$ cat src/rtl/gray_step_monitor.sv
// gray_step_monitor: checks the Gray counter output stream sampled on En.
// Each sample is converted to binary and checked for a legal +0/+1 step.
// Overflow must rise exactly on the max->0 wrap and stay high afterwards.
// Legal wraps are counted, and the first fault is latched until Clear/Reset.
// Optional feature macro: GRAY_STEP_MONITOR_ERRCNT_EN adds ErrCount[7:0],
// a saturating count of every illegal sample, including those seen in FAULT.
module gray_step_monitor #(
  parameter int W      = 3,
  parameter int WRAP_W = 8
) (
  input  logic              Clk,
  input  logic              Reset,
  input  logic              Clear,
  input  logic              En,
  input  logic [W-1:0]      Gray,
  input  logic              OverflowIn,
  output logic [W-1:0]      Bin,
  output logic              BinValid,
  output logic [WRAP_W-1:0] WrapCount,
  output logic              Error,
  output logic [1:0]        ErrCode,
  output logic [1:0]        State
`ifdef GRAY_STEP_MONITOR_ERRCNT_EN
  ,
  output logic [7:0]        ErrCount
`endif
);

  typedef enum logic [1:0] {IDLE = 2'b00, TRACK = 2'b01, FAULT = 2'b10} state_t;

  localparam logic [W-1:0] ONE  = W'(1);
  localparam logic [W-1:0] MAXV = '1;

  state_t       state;
  logic [W-1:0] prev;
  logic         ovf_prev;
  logic [W-1:0] b_new;
  logic [W-1:0] step;
  logic         is_wrap;
  logic         bad;
  logic [1:0]   bad_code;

  assign State = state;

  function automatic logic [W-1:0] g2b(input logic [W-1:0] g);
    logic [W-1:0] b;
    b[W-1] = g[W-1];
    for (int i = W - 2; i >= 0; i--) b[i] = b[i+1] ^ g[i];
    return b;
  endfunction

  assign b_new   = g2b(Gray);
  assign step    = b_new - prev;
  assign is_wrap = (step == ONE) && (prev == MAXV);

  // Classify the current sample against the previous one; illegal step wins.
  always_comb begin
    bad      = 1'b0;
    bad_code = 2'b00;
    if (step != '0 && step != ONE) begin
      bad      = 1'b1;
      bad_code = 2'b01;
    end else if (is_wrap && !OverflowIn) begin
      bad      = 1'b1;
      bad_code = 2'b10;
    end else if (!is_wrap && !ovf_prev && OverflowIn) begin
      bad      = 1'b1;
      bad_code = 2'b10;
    end else if (ovf_prev && !OverflowIn) begin
      bad      = 1'b1;
      bad_code = 2'b10;
    end
  end

  // Sample register, step checker FSM and wrap/fault bookkeeping.
  always_ff @(posedge Clk) begin
    if (Reset) begin
      state     <= IDLE;
      Bin       <= '0;
      BinValid  <= 1'b0;
      WrapCount <= '0;
      Error     <= 1'b0;
      ErrCode   <= 2'b00;
      prev      <= '0;
      ovf_prev  <= 1'b0;
`ifdef GRAY_STEP_MONITOR_ERRCNT_EN
      ErrCount  <= '0;
`endif
    end else if (Clear) begin
      // Bin and prev deliberately survive Clear; a simultaneous En is dropped.
      state     <= IDLE;
      BinValid  <= 1'b0;
      WrapCount <= '0;
      Error     <= 1'b0;
      ErrCode   <= 2'b00;
`ifdef GRAY_STEP_MONITOR_ERRCNT_EN
      ErrCount  <= '0;
`endif
    end else if (En) begin
      Bin      <= b_new;
      BinValid <= 1'b1;
      prev     <= b_new;
      ovf_prev <= OverflowIn;
      case (state)
        IDLE:  state <= TRACK;
        TRACK: begin
          if (bad) begin
            state   <= FAULT;
            Error   <= 1'b1;
            ErrCode <= bad_code;
          end else if (is_wrap && WrapCount != '1) begin
            WrapCount <= WrapCount + WRAP_W'(1);
          end
        end
        FAULT: ;
        default: state <= IDLE;
      endcase
`ifdef GRAY_STEP_MONITOR_ERRCNT_EN
      // Keep counting illegal samples in FAULT; the first sample after IDLE is never checked.
      if (state != IDLE && bad && ErrCount != 8'hFF) ErrCount <= ErrCount + 8'd1;
`endif
    end else begin
      BinValid <= 1'b0;
    end
  end

endmodule

$ cat config.mk
export PLATFORM = sky130hd
export DESIGN_NAME = gray_step_monitor
export DESIGN_NICKNAME = d
export VERILOG_FILES = /design/src/rtl/gray_step_monitor.sv
export SDC_FILE = /design/constraint.sdc
export NUM_CORES = 1
export LEC_CHECK = 0
export ABC_CLOCK_PERIOD_IN_PS = 4100
export CORE_AREA = 4 4 42 63
export CTS_BUF_LIST = sky130_fd_sc_hd__clkbuf_8
export DETAILED_ROUTE_END_ITERATION = 12
export DIE_AREA = 0 0 46 67
export PLACE_DENSITY = 0.74
export REMOVE_ABC_BUFFERS = 1
export SLEW_MARGIN = 20
export SYNTH_ARGS = -nofsm -noshare
export SYNTH_HDL_FRONTEND = slang
export SYNTH_SLANG_ARGS = --single-unit
$ cat constraint.sdc
create_clock -name Clk -period 4.1 [get_ports Clk]
set_clock_uncertainty 0.2 [all_clocks]
set_input_delay 0.82 -clock Clk [delete_from_list [all_inputs] [get_ports Clk]]
set_output_delay 0.82 -clock Clk [all_outputs]
set_load 0.02 [all_outputs]
Word level (Yosys, flattened, before mapping)
Cells that the tools add are included.
- add/subtract/negate cells: 2
- eq/ne operators: 7
- mux-type cells: 11
- bitwise gates (word level): 5
- reductions and logical operators: 17
- operators with widths (kind ; count):
    $mux W2 ; 5
    $add A8 B1 Y8 const B ; 1
    $ne A8 B8 Y1 const B ; 1
    $logic_and A1 B1 Y1 ; 7
    $pmux W2 S3 ; 1
    $reduce_and A3 Y1 ; 2
    $mux W1 ; 5
    $reduce_and A4 Y1 ; 1
    $eq A3 B1 Y1 const B ; 1
    $eq A3 B3 Y1 const B ; 1
    $logic_not A1 Y1 ; 3
    $ne A3 B1 Y1 const B ; 1
    $not A1 Y1 ; 3
    $reduce_bool A3 Y1 ; 1
    $sub A3 B3 Y3 ; 1
    $eq A2 B1 Y1 const B ; 1
    $eq A2 B2 Y1 const B ; 1
    $logic_not A2 Y1 ; 1
    $ne A2 B2 Y1 const B ; 1
    $reduce_and A2 Y1 ; 1
    $reduce_or A2 Y1 ; 1
    $xor A1 B1 Y1 ; 2
- flip-flop bits (word level): 18
- input bits: 8
- output and inout port bits: 17
- logic and storage cells: 49

Longest topological paths before layout
- depth in word-level cells: 13
- depth in mapped cells: 10
- gate-level depth less buffers: 9

Least setup slack after synthesis
Ideal clock, no wire load.
- path kind: input -> register
- start: in Gray[2]
- end: reg WrapCount[6]
- setup time: 0.070 ns
- arrival: 3.186 ns
- required time: 3.830 ns
- slack: 0.644 ns
- cell stages on the path: 10
- path buffers: 1
- cell sequence: xor2_1 > xnor2_1 > ha_1 > inv_1 > fa_1 > xnor3_1 > or4b_4 > buf_6 > or4_1 > a21oi_1
- cells in the longest elaborated chain, start to end: 13
- elaborated cells between the ends (all ways): 18
- classes of those cells: add/sub (1); eq/ne (2); mux (3); bitwise (3); reduce/logical (9)
- ends and longest elaborated chain (what ; RTL line ; text):
    start: declaration ; 15 ; input logic [W-1:0] Gray,
    $xor A1 B1 Y1 (2 in series) ; 48 ; for (int i = W - 2; i >= 0; i--) b[i] = b[i+1] ^ g[i];
    $sub A3 B3 Y3 (*) ; 53 ; assign step = b_new - prev;
    $eq A3 B1 Y1 ; 54 ; assign is_wrap = (step == ONE) && (prev == MAXV);
    $logic_and A1 B1 Y1 ; 54 ;
    $logic_not A1 Y1 ; 66 ; end else if (!is_wrap && !ovf_prev && OverflowIn) begin
    $logic_and A1 B1 Y1 (2 in series) ; 66 ;
    $mux W1 ; 66 ;
    $mux W1 ; 63 ; end else if (is_wrap && !OverflowIn) begin
    $mux W1 ; 60 ; if (step != '0 && step != ONE) begin
    $not A1 Y1 (no line) ; - ;
    $reduce_and A4 Y1 (no line) (*) ; - ;
    end signal: assignment ; 112 ; WrapCount <= WrapCount + WRAP_W'(1);
    end: declaration ; 19 ; output logic [WRAP_W-1:0] WrapCount,
Every way passes the cells marked *; elsewhere a longest branch is shown, timed or not.
A chain may end at the register's enable or synchronous reset.

Worst setup path after layout
- start: in Gray[2]
- end: reg WrapCount[3]
- cells in the longest elaborated chain, start to end: 13
- elaborated cells between the ends (all ways): 18
- classes of those cells: add/sub (1); eq/ne (2); mux (3); bitwise (3); reduce/logical (9)
- ends and longest elaborated chain (what ; RTL line ; text):
    $xor A1 B1 Y1 (*) ; 48 ;
    via b_new[1] ; 37 ; logic [W-1:0] b_new;
    $xor A1 B1 Y1 ; 48 ;
    $sub A3 B3 Y3 (*) ; 53 ;
    $eq A3 B1 Y1 ; 54 ;
    $logic_and A1 B1 Y1 ; 54 ;
    $logic_not A1 Y1 ; 66 ;
    $logic_and A1 B1 Y1 (2 in series) ; 66 ;
    $mux W1 ; 66 ;
    $mux W1 ; 63 ;
    $mux W1 ; 60 ;
    $not A1 Y1 (no line) ; - ;
    $reduce_and A4 Y1 (no line) (*) ; - ;
Mark *: on every way through the listed nets, which the timed path passes. The rest lies on a longest branch.

==> impl_metrics.json <==
{
  "nets": 142,
  "grt_max_degree": 12,
  "vias": 851,
  "row_count": 21,
  "ys_types": 31,
  "synthToLayoutAreaGrowth_pct": 33.9,
  "layout.cells.non_filler": 153,
  "status": "complete, no violations",
  "yosysTopAreaCell": "dfxtp_1",
  "grt_first_pass_wirelength_mm": 3.16,
  "cts_buffer_depth": 2,
  "fin_crit_ns": 3.77,
  "crit_chain": "clkdlybuf4s50_1 > xor2_1 > xnor2_1 > ha_1 > inv_1 > fa_1 > xnor3_1 > or4b_4 > or4_1 > a21oi_1",
  "finalSetupTns_ns": 0,
  "synth_edf_count": 0,
  "ys_seq_area_frac": 0.390,
  "cts.htree.levels": 1,
  "gp_congestion": 0.883,
  "p_leak_nw": 0.470,
  "endpoint_kind": "flop",
  "netlist_area_um2": 923,
  "critical_path_peak_fanout": 11,
  "antenna_left": 0,
  "switching_share": 0.231,
  "wl_per_cell_um": 12.7,
  "maxCapViolCount": 0,
  "power_mw": 0.378,
  "async_flop_share": 0,
  "viasPerCell": 5.56,
  "power_frac_comb": 0.134,
  "cts_root_buf": "clkbuf_8",
  "setup_viol": 0,
  "routed_wl_mm": 1.95,
  "vdd_drop_max_v": 0.000211,
  "worst_path_max_delay_cell": "or4b_4",
  "fin_ws_ns": 0.332,
  "antenna_found_initial": 0,
  "synth.top_cell.area_share": 0.390,
  "tightestPinTransition_ns": 0.570,
  "slowest_delay_ns": 0.56,
  "post-place-cells": 149,
  "worstSkewPairLatency_ns": 0.26,
  "die_w_um": 46,
  "finalCritPeriodShare": 0.919,
  "drtPass1Iterations": 4,
  "report.final.slew_viol_count": 0,
  "synth-main-ff-cell": "dfxtp_1",
  "worst_ep_required_time_ns": 4.10,
  "overflow": 0,
  "switching_power_mw": 0.0872,
  "pwr-share-clk": 0.385,
  "portBuffers": 24,
  "syn_inst": 105,
  "powerDensity_nw_per_um2": 306,
  "arrival_ns": 3.76,
  "hold_viol": 0,
  "grt_pass1_vias": 773,
  "antenna_cells": 0,
  "cts_sinks": 18,
  "holdBufCountCts": 0,
  "die_area_um2": 3080,
  "drc_errors": 0,
  "rsz0062_at_grt": "false",
  "die_y_um": 67,
  "worstSetupStartpointType": "input port",
  "ys_seq_elements": 18,
  "fmax_mhz": 265,
  "synth_warnings": 0,
  "core_region_area_um2": 2150,
  "synth.avg_cell_area_um2": 8.79,
  "slew_headroom": 0.615,
  "pre_cts_ws_ns": 0.0752,
  "pin_count": 25,
  "postCtsResizedCells": 0,
  "rrSetupSlack_ns": 1.46,
  "p_seq_frac": 0.480,
  "numCtsBuffers": 3,
  "synth.area.top_cells": "dfxtp_1, mux2i_1, nand2_1",
  "post_cts_buffers": 0,
  "clk_pin_slew_ns": 0.07,
  "final_core_util": 0.574,
  "internal-power_mw": 0.290,
  "dpl.hpwl_mm": 1.56,
  "cts_tree": "done",
  "hold_class": "flop to flop",
  "grt_usage": 0.140,
  "drive_above_1_share": 0.0769,
  "drt_iter0_drc": 7,
  "crit_type": "input port to flop",
  "start_util": 0.429
}
-- through the flow --
step,cell area (µm²),hold WS (ns)
global route,1240,0.320
global placement,1180,0.256
finish,1240,0.274
detailed placement,1180,0.279
floorplan,897,0.271
CTS,1240,0.296
-- power by group through the flow --
stage | combinational, mW | clock [mW] | sequential, mW
after floorplan | 0.0244 | 0 | 0.189
after global placement | 0.0505 | 0 | 0.185
after detailed placement | 0.0510 | 0 | 0.185
after CTS | 0.0513 | 0.151 | 0.181
after global routing | 0.0558 | 0.158 | 0.182
final | 0.0508 | 0.146 | 0.181
-- synthesized netlist by cell type (all sizes together) (2+ instances only) --
| cell | number |
|---|---|
| or4 | 3 |
| inv | 3 |
| o21ai | 5 |
| o31ai | 2 |
| nor2 | 8 |
| o211a | 2 |
| or2 | 2 |
| and3 | 4 |
| nand3 | 5 |
| nor4 | 2 |
| nand4 | 2 |
| dfxtp | 18 |
| mux2i | 5 |
| or3 | 4 |
| ha | 2 |
| nor2b | 3 |
| a21oi | 8 |
| nand2 | 11 |
| clkbuf | 4 |
-- metal layers --
layer | vias to the layer above | wire [µm] | global-route usage
met3 | 3 | 85 | 0.0243
met2 | 21 | 994 | 0.241
met1 | 397 | 826 | 0.154
met5 | - | 0 | 0
li1 | 430 | - | -
met4 | 0 | 39 | 0.0747
-- path summary, 6_finish.rpt --
path                        start                   endpoint  depth (start not counted)
max                       Gray[2]  WrapCount[3]$_SDFFE_PP0P_                         10
min            Error$_SDFFE_PP0P_         Error$_SDFFE_PP0P_                          2
max reg2reg  prev[0]$_SDFFE_PP0P_  WrapCount[3]$_SDFFE_PP0P_                          7
min reg2reg    Error$_SDFFE_PP0P_         Error$_SDFFE_PP0P_                          2
-- sequential cells by signal (all words and copies together), names as in the netlist --
register / flops
ErrCode: 2
prev: 3
BinValid: 1
Error: 1
State: 2
WrapCount: 8
ovf_prev: 1
-- cell usage in the layout (no fill, tap or decap) --
| master | Yosys | final |
|---|---|---|
| nand4b_1 | 1 | 1 |
| nand3_1 | 5 | 5 |
| xnor3_1 | 1 | 1 |
| or2_2 | 2 | 2 |
| clkdlybuf4s50_1 | 0 | 24 |
| o22ai_1 | 1 | 1 |
| nand4_1 | 2 | 2 |
| nor2b_1 | 3 | 3 |
| o31ai_1 | 2 | 2 |
| and4b_1 | 1 | 1 |
| fa_1 | 1 | 1 |
| dfxtp_1 | 18 | 18 |
| o21ai_0 | 5 | 5 |
| or4b_4 | 1 | 1 |
| a31o_2 | 1 | 1 |
| xor2_1 | 1 | 1 |
| o41ai_1 | 1 | 1 |
| inv_1 | 3 | 3 |
| o211a_1 | 2 | 2 |
| nor4_1 | 2 | 2 |
| mux2i_1 | 5 | 5 |
| nand2_1 | 11 | 11 |
| ha_1 | 2 | 2 |
| and3_1 | 4 | 4 |
| clkbuf_8 | 0 | 4 |
| nor2_1 | 8 | 8 |
| or4_1 | 3 | 3 |
| nor4b_1 | 1 | 1 |
| a21oi_1 | 8 | 8 |
| buf_4 | 0 | 2 |
| xnor2_1 | 1 | 1 |
| or3_1 | 4 | 4 |
-- worst max-delay path, delay by kind of cell --
kind / cells / cell delay (ns)
buffers and inverters: 2 / 0.54
AOI/OAI and AO/OA: 1 / 0.14
and+or+nand+nor: 2 / 1.05
xor gates and xnor gates: 3 / 0.64
adders and majority gates: 2 / 0.57
-- final cells by class --
type | instances | area, µm²
Tap cell | 23 | 28.8
Timing Repair Buffer | 26 | 255
Inverter | 3 | 11.3
Clock buffer | 4 | 55.1
Multi-Input combinational cell | 79 | 526
Fill cell | 213 | 918
Sequential cell | 18 | 360
-- logic make-up (layout without fill, tap and decap cells) --
logic type / Yosys count / in the layout / share of synthesized area
buf+inv: 8 / 33 / 0.0406
mux: 5 / 5 / 0.0542
fa+ha+maj: 3 / 3 / 0.0488
xor+xnor: 3 / 3 / 0.0434
compound gates: 20 / 20 / 0.134
simple gates: 48 / 48 / 0.289
flops: 18 / 18 / 0.390
(Power assumes the default switching activity.)
